[src/rtl/pipe_hazard_ctrl.sv]
// Pipeline hazard sequencer: per-stage hold/bubble and PC write enable, load-use stalls,
// EX redirects, LM/SM micro-sequencing and saturating stall/flush counters.
module pipe_hazard_ctrl #(
  parameter int NUM_PR = 6,
  parameter int CNT_W  = 16
) (
  input  logic              clk,
  input  logic              reset,
  input  logic              rr_valid,
  input  logic [2:0]        rr_src_a,
  input  logic              rr_use_a,
  input  logic [2:0]        rr_src_b,
  input  logic              rr_use_b,
  input  logic              rr_is_multi,
  input  logic [7:0]        rr_mask,
  input  logic              ex_valid,
  input  logic              ex_is_load,
  input  logic              ex_wr,
  input  logic [2:0]        ex_dst,
  input  logic              ex_redirect,
  output logic              pc_write,
  output logic [NUM_PR-1:0] pr_hold,
  output logic [NUM_PR-1:0] pr_bubble,
  output logic              multi_busy,
  output logic [2:0]        multi_reg,
  output logic              multi_last,
  output logic [CNT_W-1:0]  stall_cnt,
  output logic [CNT_W-1:0]  flush_cnt
);

  typedef enum logic {RUN, MULTI} state_t;

  state_t           state_reg, state_next;
  logic [7:0]       mask_reg, mask_next;
  logic [CNT_W-1:0] stall_cnt_reg, flush_cnt_reg;
  logic             hz, enter_multi, stall_evt;
  logic [7:0]       cur_mask, rest_mask;
  logic [2:0]       low_idx;

  assign hz = rr_valid & ex_valid & ex_is_load & ex_wr &
              ((rr_use_a & (rr_src_a == ex_dst)) | (rr_use_b & (rr_src_b == ex_dst)));

  assign enter_multi = (state_reg == RUN) & rr_valid & rr_is_multi & (|rr_mask) &
                       ~hz & ~ex_redirect;

  assign stall_evt = (state_reg == RUN) & hz & ~ex_redirect;

  // On the entry cycle the first transfer comes straight from the RR mask.
  assign cur_mask  = (state_reg == MULTI) ? mask_reg : rr_mask;
  assign rest_mask = cur_mask & (cur_mask - 8'd1);

  always_comb begin
    low_idx = 3'd0;
    for (int i = 7; i >= 0; i--) begin
      if (cur_mask[i]) low_idx = 3'(i);
    end
  end

  always_comb begin
    pc_write   = 1'b1;
    pr_hold    = '0;
    pr_bubble  = '0;
    multi_busy = 1'b0;
    multi_reg  = 3'd0;
    multi_last = 1'b0;
    state_next = state_reg;
    mask_next  = mask_reg;
    if (reset) begin
      pc_write   = 1'b0;
      pr_bubble  = '1;
      state_next = RUN;
      mask_next  = 8'd0;
    end else if (ex_redirect) begin
      pr_bubble[2:0] = 3'b111;
      state_next     = RUN;
      mask_next      = 8'd0;
    end else if ((state_reg == MULTI) || enter_multi) begin
      multi_busy = 1'b1;
      multi_reg  = low_idx;
      if (rest_mask != 8'd0) begin
        pc_write     = 1'b0;
        pr_hold[1:0] = 2'b11;
        state_next   = MULTI;
        mask_next    = rest_mask;
      end else begin
        multi_last = 1'b1;
        state_next = RUN;
        mask_next  = 8'd0;
      end
    end else if (hz) begin
      pc_write     = 1'b0;
      pr_hold[1:0] = 2'b11;
      pr_bubble[2] = 1'b1;
    end
  end

  always_ff @(posedge clk) begin
    if (reset) begin
      state_reg     <= RUN;
      mask_reg      <= 8'd0;
      stall_cnt_reg <= '0;
      flush_cnt_reg <= '0;
    end else begin
      state_reg <= state_next;
      mask_reg  <= mask_next;
      if (stall_evt && (stall_cnt_reg != '1)) stall_cnt_reg <= stall_cnt_reg + 1'b1;
      if (ex_redirect && (flush_cnt_reg != '1)) flush_cnt_reg <= flush_cnt_reg + 1'b1;
    end
  end

  assign stall_cnt = stall_cnt_reg;
  assign flush_cnt = flush_cnt_reg;

endmodule

[config.mk]
export PLATFORM = sky130hd
export DESIGN_NAME = pipe_hazard_ctrl
export DESIGN_NICKNAME = d
export VERILOG_FILES = /design/src/rtl/pipe_hazard_ctrl.sv
export SDC_FILE = /design/constraint.sdc
export NUM_CORES = 1
export LEC_CHECK = 0
export CORE_ASPECT_RATIO = 1.2
export CORE_MARGIN = 10
export CORE_UTILIZATION = 32
export CTS_BUF_LIST = sky130_fd_sc_hd__clkbuf_4
export CTS_CLUSTER_DIAMETER = 200
export DETAILED_ROUTE_END_ITERATION = 10
export PLACE_DENSITY_LB_ADDON = 0.12
export SKIP_CTS_REPAIR_TIMING = 1
export SLEW_MARGIN = 0
export SYNTH_ARGS = -nofsm -noshare
export SYNTH_HDL_FRONTEND = slang
export SYNTH_SLANG_ARGS = --single-unit
[constraint.sdc]
create_clock -name clk -period 2 [get_ports clk]
set_input_delay 0.3 -clock clk [delete_from_list [all_inputs] [get_ports clk]]
set_output_delay 0.3 -clock clk [all_outputs]
set_load 0.01 [all_outputs]
After elaboration in Yosys (flattened, before gate mapping)
Index checks and enable logic that the tools add are counted.
{ "totals": {"register_bits": 41, "out_inout_bits": 50, "word_cells": 71} }
{ "classes": {"add_sub_neg": 3, "eq_ne": 4, "mux": 36, "bitwise": 18, "reduce_logical": 6} }
{ "op_table": {"columns": ["op", "n"], "rows": [
  ["two-way mux 3 bit", 13],
  ["adder 16 x 1 -> 16 bit (second input constant)", 2],
  ["inequality test 16 bit (second input constant)", 2],
  ["two-way mux 8 bit", 2],
  ["two-way mux 1 bit", 15],
  ["AND 1 bit", 13],
  ["two-way mux 2 bit", 6],
  ["AND 8 bit", 1],
  ["nonzero test 8 bit", 1],
  ["OR reduction 8 bit", 1],
  ["subtractor 8 x 1 -> 8 bit (second input constant)", 1],
  ["== test 3 bit", 2],
  ["inverter 1 bit", 3],
  ["logical AND 1 bit", 2],
  ["OR reduction 2 bit", 1],
  ["logical OR 1 bit", 1],
  ["OR 1 bit", 1]
]} }

Longest topological paths before layout
Gate-level depths: netlist of run 1.
{ "depth": {"ltp_word": 12, "ltp_mapped": 9, "ltp_nobuf": 7} }

Worst setup path after synthesis of run 1
No wires, ideal clock.
{ "synth_path": {"kind": "register to output", "start": "register state_reg", "end": "output pr_hold[1]", "t_arrival_ns": 1.684, "required_time_ns": 1.700, "setup_slack_ns": 0.016, "stages_incl_launch_ff": 9, "path_buffers": 3, "path_cell_list": "dfxtp_1 -> buf_6 -> buf_4 -> a21oi_1 -> nor3_1 -> o31ai_2 -> a21oi_1 -> nor2_1 -> buf_4"} }
{ "synth_via": {"elab_chain_len": 10, "word_cells_on_any_way": 15, "cone_classes": "add/sub: 1; mux: 5; bitwise: 7; reduce/logical: 2"} }
{ "synth_rtl": {"columns": ["element", "line_no", "text"], "rows": [
  ["from (decl)", "33", "state_t state_reg, state_next;"],
  ["from (signal assigned)", "104", "state_reg <= state_next;"],
  ["branches (longest 7 deep; another with subtractor 8 x 1 -> 8 bit)", null, null],
  ["two-way mux 2 bit (*)", "77", "end else if ((state_reg == MULTI) || enter_multi) begin"],
  ["two-way mux 2 bit (*)", "73", "end else if (ex_redirect) begin"],
  ["two-way mux 2 bit (*)", "68", "if (reset) begin"],
  ["to (decl)", "22", "output logic [NUM_PR-1:0] pr_hold,"]
]} }
Every way passes the cells marked *.

Worst setup path after layout of run 1
{ "layout_path": {"start": "register state_reg", "end": "output pc_write"} }
{ "layout_via": {"elab_chain_len": 10, "word_cells_on_any_way": 15, "cone_classes": "add/sub: 1; mux: 5; bitwise: 7; reduce/logical: 2"} }
{ "layout_rtl": {"columns": ["element", "line_no", "text"], "rows": [
  ["branches (longest 7 deep; another with subtractor 8 x 1 -> 8 bit)", null, null],
  ["two-way mux 1 bit (*)", "77", null],
  ["two-way mux 1 bit (*)", "73", null],
  ["two-way mux 1 bit (*)", "68", null],
  ["to (decl)", "21", "output logic pc_write,"]
]} }
Marked as above.

==> metrics list, run 1 <==
* Run status: finished, violations left
- The checks that failed: setup timing.
* Final Cycle Share: 124%
- In this run the worst hold path is classified as primary input to flip-flop.
* CP max-delay cell: dfxtp_4
* Nets@finish: 440
- In the synthesized netlist, the number of instances is around 300.
- Most area-hungry cell type in the Yosys netlist: dfxtp_1
- Hold is met by 0.477 ns.
* Detail Route Antenna Nets: 0
- Most frequent cells in the layout: 46 x buf_4, 45 x nor2_1, 42 x clkdlybuf4s50_1
- Number of fill cells: roughly 710
- Routability-driven placement congestion ratio: 0.836
* Setup repair after global routing missed its margin: true
- Die area: approximately 11,000 sq um
* Most common cell after layout, fill and taps aside: buf_4
- First-pass GRT wire length: approximately 12 mm
- Count of endpoints failing setup in the final report: 7
- Wire length reported by the detailed router: approximately 7.5 mm
* Maximum number of pins on one net before global-route repair: 37
- Combined flip-flop and latch cell area: 805 sq um
* Detailed Place HPWL: 5.57 mm
* Endpoints failing hold: 0
- Routed wirelength normalized by instance count: between 10 and 15 um
- I/O pin count: 77
- The number of buffers and inverters on the critical path is 3.
- Data arrives at the worst endpoint at approximately 2.2 ns.
- Effective utilization at floorplan: 32.7%
- Max Buffers Root-to-Sink: 2
- Once routing completed, OpenROAD measured the worst setup slack at -0.478 ns.
* Clock tree from TritonCTS: built
* Mapped cell area: roughly 2400 sq um
- Sequential cell area fraction in the yosys report: ~34%
- After the first detailed-routing iteration, the DRC count stood at roughly 80.
- Share of flip-flops with an asynchronous set or reset after synthesis: 0%
- Sum of negative setup slack: -1.91 ns
* Count of maximum capacitance violations: 0
- Relative to the synthesized area, the layout overhead comes to 59.2%.
- For the worst setup path, the data required time is 1.70 ns.
- Cells with a size suffix above 1 make up between 20% and 30% of the layout.
- CP Capture Type: output port
- The tree built by TritonCTS fans out to 40 sinks.
* Minimum period implied by the final worst setup slack: approximately 2.5 ns
- Crit Path Class: flip-flop to output port
- The most used flip-flop cell after synthesis is dfxtp_1.
* Number of pins with negative max-slew slack in the final report: 0
- Synth warn: 0
- Avg Cell Area, Syn: about 8 sq um
- The floorplan step set the die width to 98.5 um.
- At the later pin of the worst-skew pair, clock insertion delay measures roughly 0.35 ns.
* Clock root buffer: clkbuf_4
- At the placement stage, the worst setup path has a slack of -0.869 ns.
* Power Density: about 440 nW/um^2
- Overall global routing resource usage: around an eighth
- Critical-path maximum fanout: 4
* Maximum resistive drop on vdd: 0.262 mV
* Flip-flop and latch count after synthesis: 40
- Post-Layout Cell Count: 502
* Detailed-route DRC error count: 0
* Leak pwr: roughly 1.5 nW
- Number of placed instances with taps included: 488
- Total overflow reported by the global router: 0
- Derived from the worst setup path, the maximum achievable clock frequency is 404 MHz.
* Number of global-route vias before repair: approximately 2.4k
- Top area cells in the synthesized netlist: dfxtp_1 34%, nor2_1 7.6%, xor2_1 5.2%, xnor2_1 4.4%, a21oi_1 3.8%
* Distinct cell type count after synthesis: 50
* Number of synthesized flops with an enable pin: 0
- For the final database, setup skew stands at roughly 0.014 ns.
- The H-tree was split into 2 levels.
- After clock tree synthesis, the clock-pin slew on the worst setup and hold paths is about 0.12 ns.
- Summing all multi-input logic gate instances after layout gives 1550 sq um.
- CP max stage delay: 0.39 ns
* Crit-path leading delay family: compound AO/OA/AOI/OAI gates
- The initial antenna violation count was 0.
* Via count normalized by instance count: 4.92
- Pre-antenna DRT Iters: 4
* Worst setup SP type: flip-flop
* Die H: about 110 um
- Diode insertion count for antenna repair: 0
- Of the post-synthesis cell area, the dominant cell type holds between 30 and 40%.
- Input and output buffers added on the ports amount to between 70 and 80.
- The core region is 7230 sq um.
- Std cell rows: 34
- For this block, the via count after detailed routing is between 2k and 2.5k.
- Number of buffers inserted during clock tree synthesis: 5
- The signal on the critical path passes through buf_6 > nor3b_4 > o22ai_4 > a211oi_2 > o31ai_2 > buf_4 > a21oi_4 > o21ba_1 > buf_2.
==> where the power goes <==
part / total [W] / switching [W] / internal [W]
logic: 0.000308 / 0.000143 / 0.000165
registers: 0.000811 / 0.00000783 / 0.000803
clock network: 0.000526 / 0.000270 / 0.000256
==> worst paths after layout <==
kind                                   from            to  slack, ns  cells past startpoint
worst min register to register  mask_reg[1]   mask_reg[1]       0.49                      2
worst min-delay path             rr_mask[4]   mask_reg[4]       0.48                      4
worst max register to register    state_reg  stall_cnt[8]       0.21                      7
worst max-delay path              state_reg      pc_write      -0.48                      9
==> area by class of cell <==
class | instances | area share, %
clock buffers | 5 | 0.997
clock inverters | 3 | 0.997
inverters | 9 | 0.898
multi-input cells | 231 | 41.2
flip-flops and latches | 40 | 21.4
well taps | 90 | 2.99
repair buffers | 124 | 31.5
==> synthesized netlist by cell type, types with 2 or more instances <==
cell type   n
mux2_2      2
nor3_2      3
buf_2       2
nand2b_1    4
nand3_1    13
o22ai_1     3
a41oi_2     2
nand2_1    18
mux2i_1     6
and3_1      5
nand3_2     2
dfxtp_1    40
buf_4      11
ha_1        2
or3_1       8
xnor2_1    12
a311oi_1    2
clkbuf_1    5
nor2_1     48
inv_1       8
o211ai_1    2
a211oi_1    2
nand4_1    12
and2_1      2
o21ai_0    18
nor3_1      9
xor2_1     14
nor2b_1     2
a21oi_1    18
==> cell families after synthesis <==
logic type,after synthesis,synth area share [%]
DFF,40,33.9
AOI/OAI and AO/OA,59,16.7
xor gates and xnor gates,26,9.63
buffers and inverters,28,6.62
adders and majority gates,2,1.06
muxes,8,3.49
other,1,0.159
and+or+nand+nor,132,28.4
==> routing by layer <==
layer | up-vias | global-route usage, % | share of wire, %
met5 | - | 0 | 0
met3 | 5 | 3.74 | 5.5
met1 | 1139 | 13.3 | 42
met2 | 67 | 21.9 | 52
li1 | 1259 | - | -
met4 | 0 | 3.25 | 1.0
==> per-stage QoR <==
stage          utilization, %  total power [W]  instance area (sq um)
2_1_floorplan               -         0.000953                   2370
3_3_place_gp             47.4          0.00110                   3430
3_5_place_dp             47.4          0.00110                   3430
4_1_cts                  48.5          0.00163                   3510
5_1_grt                  52.0          0.00173                   3760
6_report                 52.0          0.00165                   3760
==> tightest hold or removal path: stages <==
cell and delay, ns:
dlymetal6s2s_1 0.18, buf_4 0.16, nand4b_1 0.08, o22ai_1 0.07
Power figures use the tool's default switching activity.
==> inputs of run 2 (changes only) <==
--- a/config.mk
+++ b/config.mk
@@ -5,15 +5,17 @@
 export SDC_FILE = /design/constraint.sdc
 export NUM_CORES = 1
 export LEC_CHECK = 0
+export CAP_MARGIN = 10
 export CORE_ASPECT_RATIO = 1.2
 export CORE_MARGIN = 10
 export CORE_UTILIZATION = 32
 export CTS_BUF_LIST = sky130_fd_sc_hd__clkbuf_4
 export CTS_CLUSTER_DIAMETER = 200
+export CTS_CLUSTER_SIZE = 10
 export DETAILED_ROUTE_END_ITERATION = 10
 export PLACE_DENSITY_LB_ADDON = 0.12
 export SKIP_CTS_REPAIR_TIMING = 1
-export SLEW_MARGIN = 0
+export SLEW_MARGIN = 20
 export SYNTH_ARGS = -nofsm -noshare
 export SYNTH_HDL_FRONTEND = slang
 export SYNTH_SLANG_ARGS = --single-unit
==> results of run 2 <==
Same layout as run 1: the final DEF is identical, and so are final timing and power.
